--- src/rtl/beat_envelope_gen.sv ---
// beat_envelope_gen: one shared attack/hold/release envelope that
// drives N_CH scaled parameter channels between run-time min/max.
module beat_envelope_gen #(
  parameter int N_CH         = 2,
  parameter int VAL_W        = 8,
  parameter int STEP_CLKS    = 50_000,
  parameter int ATTACK_LOG2  = 6,
  parameter int HOLD_STEPS   = 0,
  parameter int RELEASE_LOG2 = 6
) (
  input  logic                  clk,
  input  logic                  reset_n,
  input  logic                  beat_trigger,
  input  logic [VAL_W-1:0]      beat_level,
  input  logic [1:0]            retrig_mode,
  input  logic [N_CH-1:0]       ch_enable,
  input  logic [N_CH*VAL_W-1:0] ch_min,
  input  logic [N_CH*VAL_W-1:0] ch_max,
  output logic [N_CH*VAL_W-1:0] ch_value,
  output logic                  value_valid,
  output logic                  busy,
  output logic [1:0]            env_state,
  output logic                  beat_dropped
);

  localparam int ML    = (ATTACK_LOG2 > RELEASE_LOG2) ?
                         ATTACK_LOG2 : RELEASE_LOG2;
  localparam int PW    = VAL_W + ML + 1;
  localparam int LW    = 2 * VAL_W + 1;
  localparam int PRE_W = $clog2(STEP_CLKS);
  localparam int ATT_N = 1 << ATTACK_LOG2;
  localparam int REL_N = 1 << RELEASE_LOG2;
  localparam int CMAX  = (HOLD_STEPS > (1 << ML)) ?
                         HOLD_STEPS : (1 << ML);
  localparam int CNT_W = $clog2(CMAX + 1);
  localparam int HLAST = (HOLD_STEPS > 0) ? HOLD_STEPS - 1 : 0;

  typedef enum logic [1:0] {
    S_IDLE    = 2'd0,
    S_ATTACK  = 2'd1,
    S_HOLD    = 2'd2,
    S_RELEASE = 2'd3
  } state_e;

  typedef logic [N_CH-1:0][VAL_W-1:0] vec_t;

  state_e           state_q, state_d;
  logic [PRE_W-1:0] pre_q, pre_d;
  logic [CNT_W-1:0] cnt_q, cnt_d;
  vec_t             val_q, val_d;
  vec_t             min_q, min_d;
  vec_t             peak_q, peak_d;
  vec_t             start_q, start_d;
  logic [N_CH-1:0]  en_q, en_d;
  logic             vv_q, vv_d;
  logic             drop_q, drop_d;

  vec_t       cmin, cmax;
  logic       busy_w, step_tick;
  logic       att_last, hold_last, rel_last, rel_done;
  logic       accept, from_cur;
  logic [ML:0] k;

  assign cmin = ch_min;
  assign cmax = ch_max;

  // Ramp from 'from' towards 'to', k/2^sh of the way, either direction.
  function automatic logic [VAL_W-1:0] ramp(
    input logic [VAL_W-1:0] from,
    input logic [VAL_W-1:0] to,
    input logic [ML:0]      kk,
    input int               sh
  );
    logic             up;
    logic [VAL_W-1:0] diff;
    logic [PW-1:0]    prod;
    logic [VAL_W-1:0] dv;
    up   = to >= from;
    diff = up ? to - from : from - to;
    prod = PW'(diff) * PW'(kk);
    dv   = VAL_W'(prod >> sh);
    return up ? from + dv : from - dv;
  endfunction

  function automatic logic [VAL_W-1:0] peak_of(
    input logic [VAL_W-1:0] lo,
    input logic [VAL_W-1:0] hi,
    input logic [VAL_W-1:0] lvl
  );
    logic [VAL_W-1:0] span;
    logic [LW-1:0]    prod;
    span = (hi > lo) ? hi - lo : '0;
    prod = LW'(span) * (LW'(lvl) + LW'(1));
    return lo + VAL_W'(prod >> VAL_W);
  endfunction

  assign busy_w    = state_q != S_IDLE;
  assign step_tick = pre_q == PRE_W'(STEP_CLKS - 1);
  assign att_last  = cnt_q == CNT_W'(ATT_N - 1);
  assign hold_last = cnt_q == CNT_W'(HLAST);
  assign rel_last  = cnt_q == CNT_W'(REL_N - 1);
  assign rel_done  = (state_q == S_RELEASE) && step_tick && rel_last;
  assign k         = (ML+1)'(cnt_q + CNT_W'(1));

  assign accept   = beat_trigger &&
                    (!busy_w || rel_done ||
                     retrig_mode == 2'd1 || retrig_mode == 2'd2);
  assign from_cur = busy_w && !rel_done && retrig_mode == 2'd1;

  always_comb begin
    state_d = state_q;
    pre_d   = '0;
    cnt_d   = cnt_q;
    val_d   = val_q;
    min_d   = min_q;
    peak_d  = peak_q;
    start_d = start_q;
    en_d    = en_q;
    vv_d    = 1'b0;
    drop_d  = beat_trigger && busy_w && !accept;
    if (busy_w && !step_tick) pre_d = pre_q + PRE_W'(1);

    if (accept) begin
      state_d = S_ATTACK;
      pre_d   = '0;
      cnt_d   = '0;
      vv_d    = 1'b1;
      for (int c = 0; c < N_CH; c++) begin
        min_d[c]   = cmin[c];
        peak_d[c]  = peak_of(cmin[c], cmax[c], beat_level);
        start_d[c] = from_cur ? val_q[c] : cmin[c];
        en_d[c]    = ch_enable[c];
        val_d[c]   = ch_enable[c] ? start_d[c] : cmin[c];
      end
    end else begin
      unique case (state_q)
        S_IDLE: val_d = cmin;
        S_ATTACK: if (step_tick) begin
          vv_d  = 1'b1;
          cnt_d = cnt_q + CNT_W'(1);
          for (int c = 0; c < N_CH; c++)
            val_d[c] = ramp(start_q[c], peak_q[c], k, ATTACK_LOG2);
          if (att_last) begin
            cnt_d   = '0;
            state_d = (HOLD_STEPS == 0) ? S_RELEASE : S_HOLD;
          end
        end
        S_HOLD: if (step_tick) begin
          cnt_d = cnt_q + CNT_W'(1);
          if (hold_last) begin
            cnt_d   = '0;
            state_d = S_RELEASE;
          end
        end
        S_RELEASE: if (step_tick) begin
          vv_d  = 1'b1;
          cnt_d = cnt_q + CNT_W'(1);
          for (int c = 0; c < N_CH; c++)
            val_d[c] = ramp(peak_q[c], min_q[c], k, RELEASE_LOG2);
          if (rel_last) begin
            cnt_d   = '0;
            state_d = S_IDLE;
          end
        end
      endcase
      for (int c = 0; c < N_CH; c++)
        if (!en_q[c]) val_d[c] = cmin[c];
    end
  end

  always_ff @(posedge clk or negedge reset_n) begin
    if (!reset_n) begin
      state_q <= S_IDLE;
      pre_q   <= '0;
      cnt_q   <= '0;
      val_q   <= '0;
      min_q   <= '0;
      peak_q  <= '0;
      start_q <= '0;
      en_q    <= '0;
      vv_q    <= 1'b0;
      drop_q  <= 1'b0;
    end else begin
      state_q <= state_d;
      pre_q   <= pre_d;
      cnt_q   <= cnt_d;
      val_q   <= val_d;
      min_q   <= min_d;
      peak_q  <= peak_d;
      start_q <= start_d;
      en_q    <= en_d;
      vv_q    <= vv_d;
      drop_q  <= drop_d;
    end
  end

  assign ch_value     = val_q;
  assign value_valid  = vv_q;
  assign busy         = busy_w;
  assign env_state    = state_q;
  assign beat_dropped = drop_q;

endmodule
--- config.mk ---
export PLATFORM = sky130hd
export DESIGN_NAME = beat_envelope_gen
export DESIGN_NICKNAME = d
export VERILOG_FILES = /design/src/rtl/beat_envelope_gen.sv
export SDC_FILE = /design/constraint.sdc
export NUM_CORES = 1
export LEC_CHECK = 0
export ABC_AREA = 1
export CORE_MARGIN = 1.5
export CORE_UTILIZATION = 33
export CTS_CLUSTER_SIZE = 25
export DETAILED_ROUTE_END_ITERATION = 12
export DONT_BUFFER_PORTS = 1
export HOLD_SLACK_MARGIN = 0.08
export PLACE_DENSITY = 0.51
export SLEW_MARGIN = 40
export SYNTH_ARGS = -nofsm -noshare
export SYNTH_HDL_FRONTEND = slang
export SYNTH_SLANG_ARGS = --single-unit
--- constraint.sdc ---
create_clock -name clk -period 9.6 [get_ports clk]
set_input_delay 1.44 -clock clk [delete_from_list [all_inputs] [get_ports clk]]
set_output_delay 1.44 -clock clk [all_outputs]
set_load 0.1 [all_outputs]
==> results of run 1 <==
-- worst max path at each step --
stage                         to       from  cells after the start
global placement    ch_value[15]  peak_q[9]                     49
global route        ch_value[15]   min_q[8]                     50
floorplan              peak_q[7]  ch_max[0]                     46
detailed placement  ch_value[15]  peak_q[9]                     48
finish              ch_value[15]  peak_q[9]                     48
CTS                 ch_value[15]  peak_q[9]                     48
-- what timing repair did --
action	in CTS	in global routing
gates resized for setup	0	11
buffers inserted	0	8
setup endpoints to repair	0	2
-- critical path: cells and delay by family, from the launching register on --
family / cells / cell delay (ns)
flip-flops: 1 / 0.50
multiplexers: 1 / 0.24
AND/OR/NAND/NOR: 27 / 3.10
AO/OA/AOI/OAI: 4 / 0.74
XOR/XNOR: 1 / 0.38
adder cells (fa/ha/maj): 8 / 3.34
buffers and inverters: 7 / 0.52
-- cell usage in the layout, fill, tap and decap left out, types with 7 or more instances in the layout --
cell type and count:
a21o_1 13, a21oi_1 129, a21oi_2 7, a31oi_1 23, a32oi_1 12, buf_4 45
clkbuf_16 9, clkinv_1 7, dfrtp_1 72, dfrtp_2 21, fa_1 204, ha_1 309
inv_1 583, inv_2 14, nand2_1 556, nand2_2 26, nand3_1 122, nand3b_1 10
nand4_1 35, nor2_1 401, nor2_2 17, nor3_1 36, nor4_1 8, o21ai_0 112
o21ai_1 13, o21bai_1 13, o22ai_1 26, or2_2 11, xnor2_1 33, xor2_1 79
-- per-stage QoR --
| step | setup WS, ns | utilization, % | hold WS (ns) | instances |
|---|---|---|---|---|
| after floorplan | 1.70 | - | 0.425 | 3030 |
| after global placement | 0.275 | 35.1 | 0.449 | 3865 |
| after detailed placement | 0.263 | 35.1 | 0.465 | 3865 |
| after CTS | 0.187 | 35.6 | 0.477 | 3881 |
| after global routing | 0.0149 | 35.8 | 0.494 | 3889 |
| final | 0.679 | 35.8 | 0.468 | 3890 |
-- area by class of cell --
type | count | area [sq um]
diodes | 1 | 2.50
clock buffers | 9 | 225
clock inverters | 7 | 88.8
fillers | 7003 | 41400
inverters | 606 | 2280
multi-input cells | 2274 | 16700
flip-flops and latches | 93 | 2350
well taps | 855 | 1070
repair buffers | 45 | 338
-- logic make-up after synthesis --
group           count (synthesis)  share of synthesized area [%]
compound gates                384                           10.4
xor+xnor                      117                           4.86
fa+ha+maj                     514                           37.0
buf+inv                       663                           11.8
flops                          93                           10.8
mux                             3                          0.140
simple gates                 1256                           25.0
-- sequential cells by signal, indices dropped and copies added (netlist names) --
| register | cells |
|---|---|
| beat_dropped | 1 |
| ch_value | 16 |
| cnt_q | 7 |
| en_q | 2 |
| env_state | 2 |
| min_q | 16 |
| peak_q | 16 |
| pre_q | 16 |
| start_q | 16 |
| value_valid | 1 |
-- per-layer routing --
| layer | part of all wire, % | GRT usage [%] | up-vias |
|---|---|---|---|
| met3 | 5.0 | 3.28 | 44 |
| li1 | - | - | 9564 |
| met5 | 0 | 0 | - |
| met2 | 48 | 34.1 | 348 |
| met4 | 1.1 | 3.77 | 0 |
| met1 | 46 | 25.4 | 9022 |
==> out/qor.txt, run 1 <==
Crit-path max cell delay = 0.55 ns
Initial drt markers = 1106
FF-to-FF setup slack = 0.68 ns
Top-area cell type share of the netlist area = 19.0%
Placer Congestion = 0.883
Crit Path Class = reg -> reg
CTS clk-pin slew, worst paths = 0.09 ns
Post-layout nets = 3590
Routed vias/inst = 4.88
Startpoint types = register
RSZ-0062 raised after global routing = no
Clk Latency, worst-skew pair = 0.40 ns
Htree depth = 3
Core area = 64500 sq um
Hold Crit Class = reg -> reg
Wirelength, routed = 63800 um
Worst-margin pin slew = 0.827 ns
DP Wirelength = 53600 um
Clock net sink count = 93
Final hold vios = 0
Hold Path End = pre_q[0]
Clock skew = 0.0143 ns
Tot GR Track Use = 19.6%
DR vias = 19000
Starting density of the core = 33.4%
DRC = 0
CTS root buf = clkbuf_16
Post-CTS Hold Buffers = 0
Hold wc startpoint = pre_q[0]
FF-to-FF Start = peak_q[9]
Max Fclk = 0.112 GHz
Cell variety after synth = 60
Final Max Tran Viols = 0
Minimum clock period = 8.92 ns
Register bit total from synthesis = 93
Post-route ant nets = 0
Initial antenna violation count = 0
Outcome = complete, no violations
Cell area after synthesis = 21500 sq um
Crit path max fanout = 10
Ys Warns = 0
Congestion Overflow GR = 0
Largest net degree at the start of global routing = 94
Predominant post-synthesis flop cell = dfrtp_1
WL/cell = 16.4 um
Placed cell area = 22600 sq um
Rows = 93
Number of global-route vias before repair = 19100
Dominant cells by area after synthesis = fa_1 (19%), ha_1 (18%), dfrtp_1 (11%)
R2R cell count = 48
WHS Path Cells = 1
I/O pins = 68
MaxCap Viol Count = 0
CTS tree = built
Sum of negative setup slack = 0 ns
CP Capture Type = register
Commonest cells post-synth = inv_1 (585), nand2_1 (556), nor2_1 (403), ha_1 (310), fa_1 (204)
IO buf count = 0
Layout area overhead = 7.27%
Tcrit/Tclk final = 92.9%
Slew HR = 44.7%
First-pass GRT wire length = 104000 um
Die area = 66700 sq um
Crit-path slowest cell = fa_1
RR Endpoint = ch_value[15]
Mapped Avg Cell Area = 7.10 sq um
DIE HEIGHT = 258 um
Critical Path AT = 9.24 ns
Design area = 23100 sq um
Synth async-reset ratio = 100%
Synth Instances = 3030
Setup violators final = 0
CTS buffer count = 9
Post-synth top area cell = fa_1
Layout cell share with drive strength beyond 1 = 6.20%
Top-count cell post-synth = inv_1
Die width = 258 um
Sequential element share of the synthesized area = 10.8%
Drt pass-1 iters = 5
Worst-case clock buffer depth = 2
Syn nets = 3591
Post-synth EDFFs = 0
CP required = 9.92 ns
Most used cell, CP = nand2_1
Power of run 1 is not shown: default switching activity piles up to over one toggle a cycle in this logic, so the estimate is an artifact.
==> run 2, diff against run 1 <==
CORE_ASPECT_RATIO = 0.75   (was not set)
GPL_ROUTABILITY_DRIVEN = 0   (was not set)
==> out/qor.txt, run 2 (synthesized netlist as in run 1, its figures left out) <==
Outcome = complete, no violations
Crit path max fanout = 15 (+5)
Crit Path Class = reg -> reg
Routed vias/inst = 4.97 (+1.9%)
Most frequent cells in the layout = inv_1 (585), nand2_1 (556), nor2_1 (401), ha_1 (309), fa_1 (204)
Clock net sink count = 93 (unchanged)
Most Crowded Layer GR = met1
Crit-path max cell delay = 0.55 ns (about the same)
DRC = 0 (unchanged)
Layout cell share with drive strength beyond 1 = 6.00% (-0.20 points)
Core area = 64100 sq um (-0.62%)
Met3 usage = 5.03% (+1.8 points)
Final hold vios = 0 (unchanged)
Worst setup endpoint = ch_value[15]
Crit path depth = 48 (unchanged)
Setup violators final = 0 (unchanged)
Fillcell total = 6990 (-0.19%)
Min setup slack post-route = 0.729 ns (+0.0503 ns)
Die area = 66700 sq um (about the same)
Final Non-Filler Cells = 3895 (+0.13%)
Post-route ant nets = 0 (unchanged)
DP Wirelength = 56900 um (+6.2%)
Clk Latency, worst-skew pair = 0.39 ns (about the same)
MaxCap Viol Count = 0 (unchanged)
Diodes inserted = 0 (-1)
Congestion Overflow GR = 0 (unchanged)
Startpoint types = register
Number of global-route vias before repair = 18400 (-3.9%)
Slew HR = 39.2% (-5.5 points)
Met1 Usage GRT = 32.1% (+6.7 points)
CTS buffer count = 9 (unchanged)
Crit path launch = peak_q[9]
Cells after DPL = 3878 (+0.34%)
Post-layout nets = 3590 (unchanged)
Post-CTS Hold Buffers = 0 (unchanged)
Final Max Tran Viols = 0 (unchanged)
IO buf count = 0 (unchanged)
Starting density of the core = 33.6% (+0.21 points)
DR vias = 19400 (+2.0%)
Minimum clock period = 8.87 ns (-0.0503 ns)
Largest net degree at the start of global routing = 94 (unchanged)
RR Endpoint = ch_value[15]
FF-to-FF Start = peak_q[9]
Layout area overhead = 7.25% (about the same)
Setup WS pre-CTS = 0.384 ns (+0.121 ns)
WL/cell = 17.1 um (+4.5%)
Clock skew = 0.0105 ns (-0.00378 ns)
DIE HEIGHT = 224 um (-13%)
Crit-path slowest cell = fa_1
CTS root buf = clkbuf_16
Worst-margin pin slew = 0.909 ns (+0.0818 ns)
Core Util, Final = 36.0% (+0.22 points)
CP required = 9.91 ns (about the same)
CP Capture Type = register
R2R cell count = 48 (unchanged)
I/O pins = 68 (unchanged)
Max Fclk = 0.113 GHz (+0.57%)
Htree depth = 3 (unchanged)
Die width = 298 um (+15%)
Critical Path AT = 9.18 ns (-0.06 ns)
FF-to-FF setup slack = 0.73 ns (+0.05 ns)
CTS clk-pin slew, worst paths = 0.07 ns (-0.02 ns)
GR met2 Demand/Resource = 27.5% (-6.6 points)
Buf/Inv on CP = 7 (unchanged)
Tcrit/Tclk final = 92.4% (-0.52 points)
CP delay by family, top = adder cells
Initial drt markers = 1462 (+32%)
Initial antenna violation count = 1 (+1)
Tot GR Track Use = 20.1% (+0.53 points)
Worst-case clock buffer depth = 2 (unchanged)
CTS tree = built
Hold Crit Class = reg -> reg
Wirelength, routed = 66800 um (+4.6%)
RSZ-0062 raised after global routing = no
Drt pass-1 iters = 5 (unchanged)
Most used cell, CP = nand2_1
Rows = 80 (-14%)
Sum of negative setup slack = 0 ns (unchanged)
Most common library cell in the layout ignoring fill and taps = inv_1
First-pass GRT wire length = 105000 um (+1.6%)
==> run 2: cell types whose count changed in the layout (fill, tap and decap cells not counted), sizes merged <==
cell | before | now
clkbuf | 9 | 10
diode | 1 | 0
bufinv | 0 | 2
clkinv | 12 | 10
inv | 600 | 598
clkinvlp | 1 | 2
==> run 2: worst register-to-register path, delay by kind of cell, from the launching register on <==
| family | cells | cell delay (ns) |
|---|---|---|
| compound gates | 4 | 0.79 |
| buf+inv | 7 | 0.52 |
| mux | 1 | 0.22 |
| flops | 1 | 0.47 |
| fa+ha+maj | 8 | 3.36 |
| xor+xnor | 1 | 0.39 |
| simple gates | 27 | 3.05 |
==> run 2: worst min-delay path by stage <==
stage,from,end,depth (start not counted)
CTS,pre_q[0],pre_q[0],1
floorplan,pre_q[0],pre_q[0],1
detailed placement,pre_q[0],pre_q[0],1
global placement,pre_q[0],pre_q[0],1
finish,pre_q[0],pre_q[0],1
global route,pre_q[0],pre_q[0],1
==> run 2: per-layer routing <==
metal	wire length [um]	part of all wire, %
met5	13	0.019
met4	286	0.43
met3	5380	8.1
met2	25600	38
met1	35500	53
==> run 2: timing repair <==
action / 4_1_cts / 5_1_grt
gates resized for setup: 0 / 8
endpoints found under the setup margin: 0 / 2
buffers inserted: 0 / 1
hold endpoints to repair: 0 / 0
==> run 2: layout make-up <==
| cell class | count | area [sq um] | area share [%] |
|---|---|---|---|
| multi-input cells | 2274 | 16700 | 72.4 |
| flip-flops and latches | 93 | 2350 | 10.2 |
| inverters | 606 | 2280 | 9.87 |
| well taps | 861 | 1080 | 4.67 |
| repair buffers | 45 | 338 | 1.46 |
| clock buffers | 10 | 229 | 0.993 |
| clock inverters | 6 | 88.8 | 0.385 |
==> run 2: per-stage QoR <==
stage	hold WS (ns)	area, sq um
after detailed placement	0.449	22700
after global placement	0.447	22700
after global routing	0.484	23100
after floorplan	0.425	21500
after CTS	0.465	23000
final	0.462	23100
Power of run 2 is left out for the same reason.
==> run 3, diff against run 2 <==
CTS_BUF_LIST = sky130_fd_sc_hd__clkbuf_16   (was not set)
==> out/qor.txt, run 3 (synthesized netlist as in run 1, its figures left out) <==
Outcome = complete, no violations
Clock net sink count = 93 (unchanged)
Sum of negative setup slack = 0 ns (unchanged)
I/O pins = 68 (unchanged)
DIE HEIGHT = 224 um (unchanged)
Largest net degree at the start of global routing = 94 (unchanged)
Die width = 298 um (unchanged)
Starting density of the core = 33.6% (unchanged)
DRC = 0 (unchanged)
Diodes inserted = 0 (unchanged)
Tcrit/Tclk final = 92.2% (-0.22 points)
CTS clk-pin slew, worst paths = 0.07 ns (about the same)
Layout area overhead = 7.25% (unchanged)
Clk Latency, worst-skew pair = 0.39 ns (about the same)
Crit path max fanout = 15 (unchanged)
CTS root buf = clkbuf_16
Most used cell, CP = nand2_1
DP Wirelength = 56900 um (unchanged)
Final hold vios = 0 (unchanged)
Core area = 64100 sq um (unchanged)
Critical Path AT = 9.16 ns (-0.02 ns)
Drt pass-1 iters = 5 (unchanged)
Most frequent cells in the layout = inv_1 (586), nand2_1 (556), nor2_1 (401), ha_1 (309), fa_1 (204)
Worst-margin pin slew = 0.893 ns (-0.0152 ns)
Rows = 80 (unchanged)
Startpoint types = register
CTS tree = built
Htree depth = 3 (unchanged)
Post-route ant nets = 0 (unchanged)
WL/cell = 17.1 um (about the same)
CTS buffer count = 9 (unchanged)
CP Capture Type = register
Crit Path Class = reg -> reg
Crit-path slowest cell = fa_1
First-pass GRT wire length = 105000 um (unchanged)
Slew HR = 40.2% (+1.0 points)
Die area = 66700 sq um (unchanged)
MaxCap Viol Count = 0 (unchanged)
Clock skew = 0.0103 ns (-0.000245 ns)
Initial antenna violation count = 1 (unchanged)
IO buf count = 0 (unchanged)
CP required = 9.91 ns (about the same)
Max Fclk = 0.113 GHz (+0.23%)
FF-to-FF setup slack = 0.75 ns (+0.02 ns)
Most common library cell in the layout ignoring fill and taps = inv_1
Wirelength, routed = 66700 um (about the same)
Routed vias/inst = 4.97 (about the same)
Number of global-route vias before repair = 18400 (unchanged)
Worst setup endpoint = ch_value[15]
Hold Crit Class = reg -> reg
RR Endpoint = ch_value[15]
FF-to-FF Start = peak_q[9]
Crit-path max cell delay = 0.55 ns (about the same)
Layout cell share with drive strength beyond 1 = 6.00% (unchanged)
WHS Path Cells = 1 (unchanged)
Congestion Overflow GR = 0 (unchanged)
Crit path launch = peak_q[9]
Minimum clock period = 8.85 ns (-0.0207 ns)
Tot GR Track Use = 20.1% (unchanged)
Setup violators final = 0 (unchanged)
Initial drt markers = 1406 (-3.8%)
R2R cell count = 48 (unchanged)
Post-layout nets = 3590 (unchanged)
Final Max Tran Viols = 0 (unchanged)
Worst-case clock buffer depth = 2 (unchanged)
Fillcell total = 6990 (unchanged)
Core Util, Final = 36.0% (unchanged)
RSZ-0062 raised after global routing = no
DR vias = 19400 (+0.026%)
==> run 3: changes by cell type in the layout (fill, tap and decap cells not counted), sizes merged <==
cell	previous run	this run
inv	598	599
clkbuf	10	9
==> run 3: critical path: cells and delay by family, from the launching register on <==
kind	cells	cell delay [ns]
AND/OR/NAND/NOR	27	3.02
flip-flops	1	0.47
multiplexers	1	0.22
AO/OA/AOI/OAI	4	0.79
buffers and inverters	7	0.52
adder cells (fa/ha/maj)	8	3.36
XOR/XNOR	1	0.39
==> run 3: worst min path at each step <==
stage,from,to,slack (ns)
floorplan,pre_q[0],pre_q[0],0.43
global placement,pre_q[0],pre_q[0],0.45
detailed placement,pre_q[0],pre_q[0],0.45
CTS,pre_q[0],pre_q[0],0.46
global route,pre_q[0],pre_q[0],0.48
finish,pre_q[0],pre_q[0],0.46
==> run 3: metrics by stage <==
| step | hold WS [ns] | instance area, sq um | setup slack [ns] | std cells |
|---|---|---|---|---|
| after floorplan | 0.425 | 21500 | 1.70 | 3030 |
| after global placement | 0.447 | 22700 | 0.365 | 3878 |
| after detailed placement | 0.449 | 22700 | 0.384 | 3878 |
| after CTS | 0.465 | 23000 | 0.358 | 3894 |
| after global routing | 0.484 | 23100 | 0.0175 | 3895 |
| final | 0.462 | 23100 | 0.750 | 3895 |
==> run 3: timing repair <==
item                       CTS  global route
setup endpoints to repair    0             2
setup buffers                0             1
gates resized for setup      0             8
hold buffers                 0             0
==> run 3: per-layer routing <==
layer | GRT usage, % | up-vias | routed length [um]
met3 | 5.03 | 22 | 5510
met5 | 0 | - | 13
met4 | 1.34 | 2 | 244
li1 | - | 9571 | -
met1 | 32.1 | 9252 | 35200
met2 | 27.5 | 521 | 25700
==> run 3: cell type report <==
class	count	area (sq um)	area share [%]
Multi-Input combinational cell	2274	16700	72.4
Sequential cell	93	2350	10.2
Inverter	606	2280	9.87
Tap cell	861	1080	4.67
Timing Repair Buffer	45	338	1.46
Clock buffer	9	225	0.976
Clock inverter	7	92.6	0.401
Power of run 3 is left out for the same reason.
